--- src/rtl/interfaz_alu.sv ---
// Byte-stream front end for the calculadora ALU: collects A, B and opcode from the UART
// receiver, drives the ALU and sends the result byte back. Optional macro FLAGS_TX_EN adds a flags byte.
module interfaz_alu #(
  parameter int BUS     = 8,
  parameter int OP      = 6,
  parameter int TIMEOUT = 1000000
) (
  input  logic           clk,
  input  logic           reset,
  input  logic [BUS-1:0] rx_dato,
  input  logic           rx_listo,
  input  logic [BUS-1:0] rdo,
  input  logic           carry,
  input  logic           zero,
  input  logic           tx_ocupado,
  output logic [BUS-1:0] a,
  output logic [BUS-1:0] b,
  output logic [OP-1:0]  op,
  output logic [BUS-1:0] tx_dato,
  output logic           tx_inicio,
  output logic           descartado
);

  localparam int CW = (TIMEOUT > 1) ? $clog2(TIMEOUT) : 1;
  localparam logic [CW-1:0] LIMITE = CW'((TIMEOUT > 0) ? TIMEOUT - 1 : 0);

`ifdef FLAGS_TX_EN
  typedef enum logic [2:0] {ESPERA_A, ESPERA_B, ESPERA_OP, CALCULO, ENVIO, ENVIO_FLAGS} estado_t;
  logic [1:0] flags;
  logic       unused_ok;
  assign unused_ok = ^rx_dato[BUS-1:OP];
`else
  typedef enum logic [2:0] {ESPERA_A, ESPERA_B, ESPERA_OP, CALCULO, ENVIO} estado_t;
  logic unused_ok;
  assign unused_ok = ^{carry, zero, rx_dato[BUS-1:OP]};
`endif

  estado_t       estado, estado_sig;
  logic [CW-1:0] cnt;
  logic          guarda;
  logic          inicio;
  logic          descarta;
  logic          expira;

  assign expira    = (TIMEOUT != 0) && (cnt == LIMITE);
  assign tx_inicio = inicio && !reset;

  always_ff @(posedge clk) begin
    if (reset) estado <= ESPERA_A;
    else       estado <= estado_sig;
  end

  always_comb begin
    estado_sig = estado;
    inicio     = 1'b0;
    descarta   = 1'b0;
    case (estado)
      ESPERA_A:  if (rx_listo) estado_sig = ESPERA_B;
      ESPERA_B: begin
        if (rx_listo)    estado_sig = ESPERA_OP;
        else if (expira) estado_sig = ESPERA_A;
      end
      ESPERA_OP: begin
        if (rx_listo)    estado_sig = CALCULO;
        else if (expira) estado_sig = ESPERA_A;
      end
      CALCULO: begin
        descarta   = rx_listo;
        estado_sig = ENVIO;
      end
      ENVIO: begin
        descarta = rx_listo;
        // The transmitter reports busy one cycle late, so skip the cycle after a pulse.
        if (!tx_ocupado && !guarda) begin
          inicio = 1'b1;
`ifdef FLAGS_TX_EN
          estado_sig = ENVIO_FLAGS;
`else
          estado_sig = ESPERA_A;
`endif
        end
      end
`ifdef FLAGS_TX_EN
      ENVIO_FLAGS: begin
        descarta = rx_listo;
        if (!tx_ocupado && !guarda) begin
          inicio     = 1'b1;
          estado_sig = ESPERA_A;
        end
      end
`endif
      default: estado_sig = ESPERA_A;
    endcase
  end

  always_ff @(posedge clk) begin
    if (reset) begin
      a          <= '0;
      b          <= '0;
      op         <= '0;
      tx_dato    <= '0;
      descartado <= 1'b0;
      guarda     <= 1'b0;
      cnt        <= '0;
`ifdef FLAGS_TX_EN
      flags      <= '0;
`endif
    end else begin
      descartado <= descarta;
      guarda     <= inicio;
      case (estado)
        ESPERA_A:  if (rx_listo) a <= rx_dato;
        ESPERA_B:  if (rx_listo) b <= rx_dato;
        ESPERA_OP: if (rx_listo) op <= rx_dato[OP-1:0];
        CALCULO: begin
          tx_dato <= rdo;
`ifdef FLAGS_TX_EN
          flags   <= {carry, zero};
`endif
        end
        default: ;
      endcase
`ifdef FLAGS_TX_EN
      // Load the flags byte only once the result byte has been handed off.
      if (estado == ENVIO && inicio) tx_dato <= {{(BUS-2){1'b0}}, flags};
`endif
      if ((estado == ESPERA_B || estado == ESPERA_OP) && !rx_listo && !expira)
        cnt <= cnt + 1'b1;
      else
        cnt <= '0;
    end
  end

endmodule
--- config.mk ---
export PLATFORM = sky130hd
export DESIGN_NAME = interfaz_alu
export DESIGN_NICKNAME = d
export VERILOG_FILES = /design/src/rtl/interfaz_alu.sv
export SDC_FILE = /design/constraint.sdc
export NUM_CORES = 1
export LEC_CHECK = 0
export ABC_AREA = 0
export CORE_ASPECT_RATIO = 0.75
export CORE_MARGIN = 3
export CORE_UTILIZATION = 48
export CTS_CLUSTER_DIAMETER = 150
export CTS_CLUSTER_SIZE = 24
export DETAILED_ROUTE_END_ITERATION = 6
export PLACE_DENSITY = 0.88
export SKIP_CTS_REPAIR_TIMING = 1
export SYNTH_ARGS = -nofsm -noshare
export SYNTH_HDL_FRONTEND = slang
export SYNTH_SLANG_ARGS = --single-unit
--- constraint.sdc ---
create_clock -name clk -period 1.7 [get_ports clk]
set_input_delay 0.425 -clock clk [delete_from_list [all_inputs] [get_ports clk]]
set_output_delay 0.425 -clock clk [all_outputs]
set_load 0.02 [all_outputs]
# Yosys cells after proc, flatten, opt, wreduce, memory -nomap -nowiden
# Index checks and enable logic that the tools add are counted.
# W data, S select, Z words.
# op_classes
addsub	1
n_eq_ne	7
n_mux	8
bitwise	2
reduce_logical	18
# op_table
op	count
$add A20 B1 Y20 const B	1
$eq A20 B20 Y1 const B	1
$mux W3	5
$pmux W3 S5	1
$reduce_and A2 Y1	4
$eq A3 B2 Y1 const B	2
$reduce_or A2 Y1	3
$logic_not A1 Y1	5
$logic_and A1 B1 Y1	4
$ne A2 B2 Y1 const B	2
$eq A3 B1 Y1 const B	1
$eq A3 B3 Y1 const B	1
$logic_not A3 Y1	1
$mux W1	2
$not A1 Y1	2
$logic_or A1 B1 Y1	1
# totals
reg_bits	55
in_bits	22
out_inout_bits	32
elab_cells	44

# Longest topological paths before layout
# logic_depth
ltp_word	6
depth_mapped	6
depth_no_buf	4

# Worst setup path after synthesis
# OpenSTA, ideal clock, no wires.
# synth_timing
path_kind	register to output
startpoint	reg estado[1]
endpoint	out tx_inicio
arrival_ps	1272
t_required_ps	1275
slack_ps	3
path_stages_with_launch	5
n_path_buf	1
cell_sequence	dfxtp_1 clkbuf_1 nor2_1 nand2_1 nor4_1
# synth_between
elab_chain_len	3
# synth_lines
item	line_no	source
start: declaration	38	estado_t estado, estado_sig;
start signal: assignment	50	else estado <= estado_sig;
$eq A3 B3 Y1	57	case (estado)
$mux W1	57	
$logic_and A1 B1 Y1	46	assign tx_inicio = inicio && !reset;
end: declaration	20	output logic tx_inicio,
# No other way between the ends.

# Worst setup path after layout
# layout_timing
startpoint	reg estado[0]
endpoint	out tx_inicio
# The elaborated chain is that of the path after synthesis.

==> results.txt <==
Post-Syn Nets: 260
CTS tree: built
Slew margin rel.: 71.92%
Crit end category: primary output
Post-synth EDFFs: 0
Syn-to-layout area delta: 41.37%
Status: complete, no violations
Clock Sinks: 55
Design area: 3126 sq um
Gate Count Post-Synth: 237
Area contributors post-synth: dfxtp_1 (50%), mux2i_1 (10%), nor2_1 (6.5%)
Initial DRC count: 85
Least-Margin Pin Slew: 0.4154 ns
Initial DRT Pass Iterations: 4
Clock transition at path regs: 0.10 ns
All-Layer GR Usage: 19.21%
Core box area: 4229 sq um
Slew Limit Fails: 0
# IOs: 54
Clock Path Buffers: 2
Worst Setup Start Kind: flop
NumNets Final: 324
Worst VDD drop: 0.0006714 V
Pin count of the biggest net entering global routing: 35
CTS Buf Count: 5
Inst Count DP: 349
Leak pwr: 0.001704 uW
Detail Placement HPWL: 3711 microns
Remaining routing DRC violations: 0
Via/cell ratio: 5.448
#FFs+latches synth: 55
Max cap viols: 0
Clock period minus worst slack: 1.687 ns
Seq/Total Area, Yosys: 49.80%
IO buf count: 51
Arrival @ worst endpoint: 1.26 ns
Post-DP Area: 2893 sq um
Synth Flop Type: dfxtp_1
Vias: 1945
H-tree Lvls: 2
# diodes: 0
Die width: 84.37 microns
Period utilisation layout: 99.22%
Endpoints failing setup: 0
Clock root cell: clkbuf_8
Synth Cell Area: 2211 sq um
Critical Path RT: 1.27 ns
Peak Freq: 592.9 MHz
Die span in y: 64.78 microns
Worst-skew pair later-pin latency: 0.31 ns
Power Density: 795.4 nW/um^2
Starting Density: 52.28%
Commonest cells in the netlist: dfxtp_1 (55), nor2_1 (38), nand2_1 (23)
Cell taking the most area after synthesis: dfxtp_1
First-pass GRT wire length: 8500 microns
Syn. warnings: 0
HP Class: flop to flop
Mapped Avg Cell Area: 9.329 sq um
DIE AREA: 5465 sq um
Count leader, synth: dfxtp_1
Power Total: 2486 uW
Ys async rst share: 0%
Critical Path Fanout Max: 2
ANT nets after route: 0
Crit Path Category: flop to primary output
Number of antenna violations at the first check in global routing: 0
Layout Skew: 0.004136 ns
RSZ-0062 raised after global routing: true
Final WL: 5490 microns
Vias in the first global route: 1902
Fin. Hold Viols: 0
GPL Wtd Cong: 0.8146
WHS: 0.4635 ns
Synth unique cells: 39
GRT overflow: 0
Rows: 20
Fraction of layout cells with a size suffix above 1: 14.24%
Yosys top cell area share: 49.80%
Fin cells: 357
Drt wl/cell: 15.38 microns
## power by group
| part | internal, uW | switching, uW |
|---|---|---|
| combinational | 133 | 135 |
| clock | 447 | 439 |
| sequential | 1320 | 14.9 |
| total | 1900 | 589 |
## path summary, 6_finish.rpt
check | cells past startpoint | slack [ns] | from | endpoint
setup / recovery | 4 | 0.01 | estado[0]$_SDFFE_PP0P_ | tx_inicio
hold / removal | 1 | 0.46 | cnt[0]$_SDFF_PP0_ | cnt[0]$_SDFF_PP0_
setup reg to reg | 4 | 0.02 | cnt[8]$_SDFF_PP0_ | cnt[19]$_SDFF_PP0_
hold reg to reg | 1 | 0.46 | cnt[0]$_SDFF_PP0_ | cnt[0]$_SDFF_PP0_
## worst max-delay path, stage by stage (launching register included)
cell,delay (ns)
dfxtp_1,0.34
nor2_2,0.14
nand2_2,0.09
nor4_4,0.20
buf_4,0.18
## stage by stage
stage | worst slack (ns) | setup TNS (ns) | utilization [%]
finish | 0.01324 | 0 | 73.91
global route | -0.07903 | -0.1015 | 73.91
CTS | -0.5438 | -1.233 | 71.15
detailed placement | -0.5204 | -9.603 | 68.40
global placement | -0.5344 | -8.420 | 68.40
floorplan | 0.003403 | 0 | -
## layout make-up
| type | instances | area [sq um] |
|---|---|---|
| Clock inverter | 3 | 47.55 |
| Sequential cell | 55 | 1102 |
| Tap cell | 55 | 68.82 |
| Timing Repair Buffer | 69 | 755.7 |
| Clock buffer | 5 | 68.82 |
| Inverter | 4 | 15.01 |
| Multi-Input combinational cell | 166 | 1067 |
| Fill cell | 286 | 1104 |
## per-layer routing
metal	part of all wire (%)	track usage [%]
met1	42	23.82
met2	51	33.37
met3	5.6	3.685
met4	1.3	7.115
met5	0	0
## placed cells by master, fill, tap and decap left out, types with 2 or more instances in the layout
cell	n
dfxtp_1	54
nor2_1	36
dlymetal6s2s_1	32
nand2_1	22
mux2i_1	22
clkdlybuf4s50_1	18
a21oi_1	16
buf_4	16
xor2_1	10
nand3_1	8
o21ai_0	7
or3_1	5
clkbuf_8	5
nand4_1	4
inv_1	4
nor2_2	3
nand2b_1	3
xnor2_1	2
nand4_4	2
and3_1	2
o31ai_1	2
buf_12	2
## flip-flops by register name, indices dropped and copies added (netlist names)
register,cells
cnt,20
a,8
b,8
tx_dato,8
op,6
estado,3
descartado,1
guarda,1
## logic make-up after synthesis
kind of cell / after synthesis / synth area share, %
and+or+nand+nor: 101 / 24.00
xor gates and xnor gates: 12 / 4.754
adders and majority gates: 1 / 0.5658
DFF: 55 / 49.80
muxes: 22 / 9.960
buffers and inverters: 16 / 3.282
AOI/OAI and AO/OA: 30 / 7.640
Note: power is estimated with default switching activity, not from simulation.
